$ cat src/rtl/cla_pkg.sv
// Shared types and helpers for the pipelined carry-lookahead adder.
//   CLA_GROUP     : default number of bits resolved per lookahead group/stage
//   CLA_MAX_WIDTH : widest operand the stage register can carry
//   cla_stage_t   : one pipeline stage register (valid, carry, low sum, operands)
//   cla_bit_gp()  : per-bit generate/propagate
package cla_pkg;

  localparam int unsigned CLA_GROUP     = 4;
  localparam int unsigned CLA_MAX_WIDTH = 64;

  // Fields are sized for the widest supported adder; narrower builds keep the
  // upper bits at zero. Sum bits below the current stage are resolved, operand
  // bits at and above it are still pending.
  typedef struct packed {
    logic                     valid;
    logic                     carry;
    logic [CLA_MAX_WIDTH-1:0] sum;
    logic [CLA_MAX_WIDTH-1:0] a;
    logic [CLA_MAX_WIDTH-1:0] b;
  } cla_stage_t;

  typedef struct packed {
    logic g;
    logic p;
  } cla_gp_t;

  function automatic cla_gp_t cla_bit_gp(input logic a, input logic b);
    cla_gp_t r;
    r.g = a & b;
    r.p = a ^ b;
    return r;
  endfunction

endpackage

$ cat src/rtl/cla_group.sv
// Combinational GROUP-bit carry-lookahead group.
//   a, b   : GROUP-bit operand slices
//   cin    : carry into the group's LSB
//   sum    : GROUP-bit sum slice
//   cout   : carry out of the group's MSB
//   c_msb  : carry into the group's MSB (used for signed overflow)
module cla_group
  import cla_pkg::*;
#(
  parameter int unsigned GROUP = CLA_GROUP
) (
  input  logic [GROUP-1:0] a,
  input  logic [GROUP-1:0] b,
  input  logic             cin,
  output logic [GROUP-1:0] sum,
  output logic             cout,
  output logic             c_msb
);

  logic [GROUP-1:0] g;
  logic [GROUP-1:0] p;
  logic [GROUP:0]   c;
  cla_gp_t          gp_i;
  logic             run_g;
  logic             run_p;

  // Every carry is a flat function of the prefix G/P and cin, not a ripple.
  always_comb begin
    g     = '0;
    p     = '0;
    c     = '0;
    gp_i  = '0;
    run_g = 1'b0;
    run_p = 1'b1;
    for (int unsigned i = 0; i < GROUP; i++) begin
      gp_i = cla_bit_gp(a[i], b[i]);
      g[i] = gp_i.g;
      p[i] = gp_i.p;
    end
    c[0] = cin;
    for (int unsigned i = 0; i < GROUP; i++) begin
      run_g    = g[i] | (p[i] & run_g);
      run_p    = p[i] & run_p;
      c[i+1]   = run_g | (run_p & cin);
    end
  end

  assign sum   = p ^ c[GROUP-1:0];
  assign cout  = c[GROUP];
  assign c_msb = c[GROUP-1];

endmodule

$ cat src/rtl/cla_pipelined_adder.sv
// Pipelined carry-lookahead adder, one GROUP-bit lookahead group per stage,
// valid/ready on both sides. Optional signed overflow output via CLA_OVF_EN.
//   clk, rst             : clock, synchronous active-high reset
//   in_valid / in_ready  : operand handshake (in_ready is combinational)
//   a, b, cin            : operands and carry in
//   out_valid / out_ready: result handshake
//   sum, cout            : a + b + cin modulo 2^WIDTH, carry out
//   ovf                  : signed overflow (only when CLA_OVF_EN is defined)
module cla_pipelined_adder
  import cla_pkg::*;
#(
  parameter int unsigned WIDTH = 16,
  parameter int unsigned GROUP = CLA_GROUP
) (
  input  logic             clk,
  input  logic             rst,
  input  logic             in_valid,
  output logic             in_ready,
  input  logic [WIDTH-1:0] a,
  input  logic [WIDTH-1:0] b,
  input  logic             cin,
  output logic             out_valid,
  input  logic             out_ready,
  output logic [WIDTH-1:0] sum,
  output logic             cout
`ifdef CLA_OVF_EN
  ,
  output logic             ovf
`endif
);

  localparam int unsigned STAGES = WIDTH / GROUP;

  if ((WIDTH % GROUP) != 0 || WIDTH > CLA_MAX_WIDTH) begin : g_bad_cfg
    $error("cla_pipelined_adder: WIDTH must be a multiple of GROUP and fit the stage register");
  end

  logic       en;
  logic       ovf_d;
  cla_stage_t stg_q [STAGES];

  // Whole pipe advances together; bubbles are kept, never collapsed.
  assign en       = !out_valid || out_ready;
  assign in_ready = en;

  for (genvar k = 0; k < STAGES; k++) begin : g_stage
    cla_stage_t       src;
    cla_stage_t       nxt;
    logic [GROUP-1:0] grp_sum;
    logic             grp_cout;
    logic             grp_c_msb;

    if (k == 0) begin : g_head
      // Incoming beat; an invalid input simply loads a bubble.
      always_comb begin
        src       = '0;
        src.valid = in_valid;
        src.carry = cin;
        src.a     = CLA_MAX_WIDTH'(a);
        src.b     = CLA_MAX_WIDTH'(b);
      end
    end else begin : g_link
      assign src = stg_q[k-1];
    end

    cla_group #(
      .GROUP(GROUP)
    ) u_group (
      .a    (src.a[k*GROUP +: GROUP]),
      .b    (src.b[k*GROUP +: GROUP]),
      .cin  (src.carry),
      .sum  (grp_sum),
      .cout (grp_cout),
      .c_msb(grp_c_msb)
    );

    // Pass the beat along with this group's sum bits and carry filled in.
    always_comb begin
      nxt                       = src;
      nxt.sum[k*GROUP +: GROUP] = grp_sum;
      nxt.carry                 = grp_cout;
    end

    always_ff @(posedge clk) begin
      if (rst) begin
        stg_q[k] <= '0;
      end else if (en) begin
        stg_q[k] <= nxt;
      end
    end

    if (k == STAGES - 1) begin : g_tail
      // Carry into the MSB differing from carry out marks signed overflow.
      assign ovf_d = grp_c_msb ^ grp_cout;
    end else begin : g_mid
      logic unused_c_msb;
      assign unused_c_msb = grp_c_msb;
    end
  end

  assign out_valid = stg_q[STAGES-1].valid;
  assign sum       = stg_q[STAGES-1].sum[WIDTH-1:0];
  assign cout      = stg_q[STAGES-1].carry;

`ifdef CLA_OVF_EN
  logic ovf_q;

  // Registered in step with the final stage so it tracks sum/cout.
  always_ff @(posedge clk) begin
    if (rst) begin
      ovf_q <= 1'b0;
    end else if (en) begin
      ovf_q <= ovf_d;
    end
  end

  assign ovf = ovf_q;
`else
  logic unused_ovf_d;
  assign unused_ovf_d = ovf_d;
`endif

endmodule

$ cat config.mk
export PLATFORM = sky130hd
export DESIGN_NAME = cla_pipelined_adder
export DESIGN_NICKNAME = d
export VERILOG_FILES = /design/src/rtl/cla_pkg.sv /design/src/rtl/cla_group.sv /design/src/rtl/cla_pipelined_adder.sv
export SDC_FILE = /design/constraint.sdc
export NUM_CORES = 1
export LEC_CHECK = 0
export BUFFER_PORTS_ARGS = -buffer_cell sky130_fd_sc_hd__buf_4
export CORE_MARGIN = 10
export CORE_UTILIZATION = 35
export CTS_BUF_LIST = sky130_fd_sc_hd__clkbuf_2
export DETAILED_ROUTE_END_ITERATION = 10
export REMOVE_ABC_BUFFERS = 1
export SLEW_MARGIN = 20
export SYNTH_ARGS = -nofsm -noshare
export SYNTH_HDL_FRONTEND = slang
export SYNTH_SLANG_ARGS = --single-unit
$ cat constraint.sdc
create_clock -name clk -period 5.5 [get_ports clk]
set_input_delay 0.825 -clock clk [delete_from_list [all_inputs] [get_ports clk]]
set_output_delay 0.825 -clock clk [all_outputs]
set_load 0.01 [all_outputs]
# Yosys cells after proc, flatten, opt, wreduce, memory -nomap -nowiden
# Memories as Yosys holds them, arrays and structs flattened.
# Cells that the tools add are included.
# Widths: inputs -> output; s select.
# totals
ramBits	776
input_bits	37
elab_cells	120
regBits	0
output_inout_bits	19
n_memories	1
# op_classes
bitwise_logic	108
mux	9
reduce_logical	2
# memory_table
memory	depth	word_bits	read_ports	rd_clocked_by_memory_dff	wr	line	text
stg_q	4	194	4	0	4	cla_pipelined_adder.sv:40	cla_stage_t stg_q [STAGES];
# ops
cell	n
$mux 194	4
$and 1x1->1	56
$or 1x1->1	32
$xor 1x1->1	16
$xor 4x4->4	4
$mux 1	5
$logic_not 1->1	1
$logic_or 1x1->1	1

# Logic depth before layout (Yosys ltp)
# An unclocked memory read counts as a cell.
# logic_depth
depth_word	10
depth_mapped	5

# Modules after synthesis
# Synthesis repeated with hierarchy kept, for this count alone.
# unflattened
cells_unflattened	289
hier_area_um2	4481.8
# by_module_without_submodules
mod	cells_per_inst	n_inst	area_each_um2	seq_area_each_um2
cla_pipelined_adder	217	1	3861.2	2882.8
cla_group	18	4	155.1	0.0

# Least setup slack after synthesis
# No wires, ideal clock.
# synth_timing
path_type	input to register
from	input port out_ready
to	memory stg_q[0][10] (netlist name) (enable)
n_path_buf	1
cell_stages	3
path_slack_ns	1.594
arrival_time_ns	3.435
path_cell_list	nand2b_4 > buf_6 > nand2b_1
# synth_rtl
element	line	text
start: declaration	cla_pipelined_adder.sv:23	input logic out_ready,
end: declaration	cla_pipelined_adder.sv:40	

==> impl_results.md <==
* Crit path buf inv count at 2
* CP Capture Type: output port
* 1st-iter DRT viols at 100
* Wirelength per Cell at between 10 and 15 um
* Top delay family on crit path: buffers and inverters
* CTS tree: built
* Total congestion overflow at 0
* Final worst path period share at 51.6%
* Outcome: completed
* Via density at roughly 4.8
* TritonRoute pass-1 iters at 4
* Most frequent cells in the layout: edfxtp_1, and3_1, buf_4
* Worst slew margin relative to its limit at a little over two fifths
* Filler cell count at ~1,100
* Root Driver: clkbuf_2
* Max clock buf depth at 2
* Max Clock Freq at 0.352 GHz
* Io pins at 56
* Register area at between 0.002 and 0.003 mm2
* Final Total Pwr at 1.34 mW
* Hold Buf Count CTS at 0
* Multi-input gate area at between 0.001 and 0.0015 mm2
* RD Place Congestion at 0.739
* WL final at between 6000 and 7000 um
* DRT antenna net count at 0
* Comb pwr share at under 10%
* Crit path cell chain: nand2b_4, buf_4, buf_4
* Asr flop ratio synth at 0%
* VDD IR-drop max at 152 uV
* Max Cap Violations at 0
* Seq pwr share at 64.8%
* Largest net degree at the start of global routing at between 80 and 90
* Die height at 130 um
* Vias in the first global route at approximately 2,400
* Switching power at approximately 0.31 mW
* Int Pwr at approximately 1.0 mW
* Core Util, Final at roughly two fifths
* Mean Syn Cell Area at 14.8 um2
* Core Area at 0.0119 mm2
* Layout cells sized above 1 at 23.5%
* Synth Flop Type: edfxtp_1
* Startpoint types: flip-flop
* Largest fanout on the critical path at 45
* Leak at between 2 and 2.5 nW
* Die footprint at between 0.015 and 0.02 mm2
* Post-route setup TNS at 0 ps
* Worst-Skew Late Latency at roughly 550 ps
* RSZ-0062 raised after global routing: no
* Period minus WS final at approximately 2800 ps
* Most frequent CP cell: buf_4
* Max incr delay on CP at about 500 ps
* Crit Path Category: reg2out
* Die Width at ~130 um
* Cell area after synthesis at 0.00421 mm2
* Yosys warnings at 0
* Post-DP Area at approximately 0.0047 mm2
* Leading registers by flop count: stg_q: 96 flops
* CTS buffer count at 9
* Clock network fraction of total power at 26.4%
* DRC viols at 0
* Synth cell types at 25
* First-pass GRT wire length at about 12,000 um
* # resized after CTS at 0
* Critical Path AT at between 2000 and 2500 ps
* Site row count at 40
* Placed wire-length estimate at between 4000 and 5000 um
* Number of port buffers at between 50 and 60
* Worst Skew at between 30 and 40 ps
* Fin. Hold Viols at 0
* Area growth syn-to-layout at 15.0%
* Sw Share at about a quarter
* Largest area contributor in the netlist: edfxtp_1
* CP Data Required Time at approximately 4700 ps
* Synth top area cells: edfxtp_1, and3_1, ha_1
* Worst-path clk slew at between 200 and 300 ps
* Share of the synthesized area in the top cell type at 68.5%
* GRT Total Usage at around 8.7%
* Max-slew violation count at 0
* DR vias at between 2,000 and 2,500
* H-Tree Depth at 3
* Final setup vio count at 0
* Synthesized flop and latch total at 96
* Worst-path cell with the longest stage delay: edfxtp_1
* Design area at between 0.004 and 0.005 mm2
* Sequential element share of the synthesized area at 68.5%
* Most common cell after layout, fill and taps aside: edfxtp_1
* Worst-margin pin slew at approximately 870 ps
* Max reg flops at 96
* Syn Inst Count at ~290
* Total power divided by cell area at approximately 280 mW/mm2
* Top reg by flops: stg_q
* Post-CTS setup buffer count at 0
* Ant. Diodes at 0
* EDFF count, synth at between 90 and 100
* Starting Density at 35.3%
* Initial antenna violation count at 0
* Worst hold path class: reg2reg
* Clock Sinks at 96
* Final nets at around 390
metal layers:
layer	vias up	track usage, %	wire, um
met4	0	3.57	154
li1	1171	-	-
met3	16	3.68	425
met5	-	0	0
met1	1111	10.5	3170
met2	50	13.5	3230
per-stage QoR:
stage | worst slack (ps) | hold slack, ps | instances
after floorplan | 1380 | 528 | 266
after global placement | 2580 | 531 | 471
after detailed placement | 2540 | 535 | 471
after CTS | 2610 | 504 | 487
after global routing | 2480 | 488 | 487
final | 2660 | 556 | 487
Yosys cell counts, types with 2 or more instances:
cell / n
mux2i_1: 4
clkbuf_1: 8
fa_1: 4
a211oi_1: 8
edfxtp_1: 96
o21ai_0: 4
buf_2: 4
nand3_1: 5
nand3b_1: 3
nor3_1: 4
inv_1: 13
xor2_1: 4
ha_1: 16
o21ba_2: 4
o2bb2ai_1: 4
a21o_1: 4
buf_6: 5
clkbuf_2: 2
and3_1: 76
nor2_1: 12
path summary, 6_finish.rpt:
path         slack [ps]     startpoint            end  cells past startpoint
min reg2reg         560  stg_q[1][133]  stg_q[2][133]                      1
max reg2reg        3040  stg_q[3][193]  stg_q[1][135]                      3
min                 560  stg_q[1][133]  stg_q[2][133]                      1
max                2660  stg_q[3][193]       in_ready                      3
power groups by stage:
stage	clock (mW)	combinational (mW)	sequential, mW
finish	0.353	0.118	0.864
CTS	0.368	0.120	0.865
floorplan	0	0.0656	0.882
detailed placement	0	0.119	0.882
global placement	0	0.117	0.881
global route	0.394	0.135	0.870
layout make-up:
type,instances,share of cell area [%]
clock inverters,7,1.58
multi-input cells,156,24.1
flip-flops and latches,96,59.5
well taps,147,3.80
repair buffers,58,8.99
clock buffers,9,0.930
inverters,14,1.09
cell families after synthesis:
logic type | count (synthesis) | synth area share [%]
muxes | 4 | 0.951
and+or+nand+nor | 104 | 14.7
xor gates and xnor gates | 4 | 0.832
AOI/OAI and AO/OA | 24 | 4.40
DFF | 96 | 68.5
adders and majority gates | 20 | 6.66
buffers and inverters | 33 | 4.01
worst register-to-register path: cells and delay by family, from the launching register on:
family        cells  cell delay (ps)
simple gates      2             1140
buf+inv           1              510
flops             1              490
Note: power is estimated with default switching activity, not from simulation.
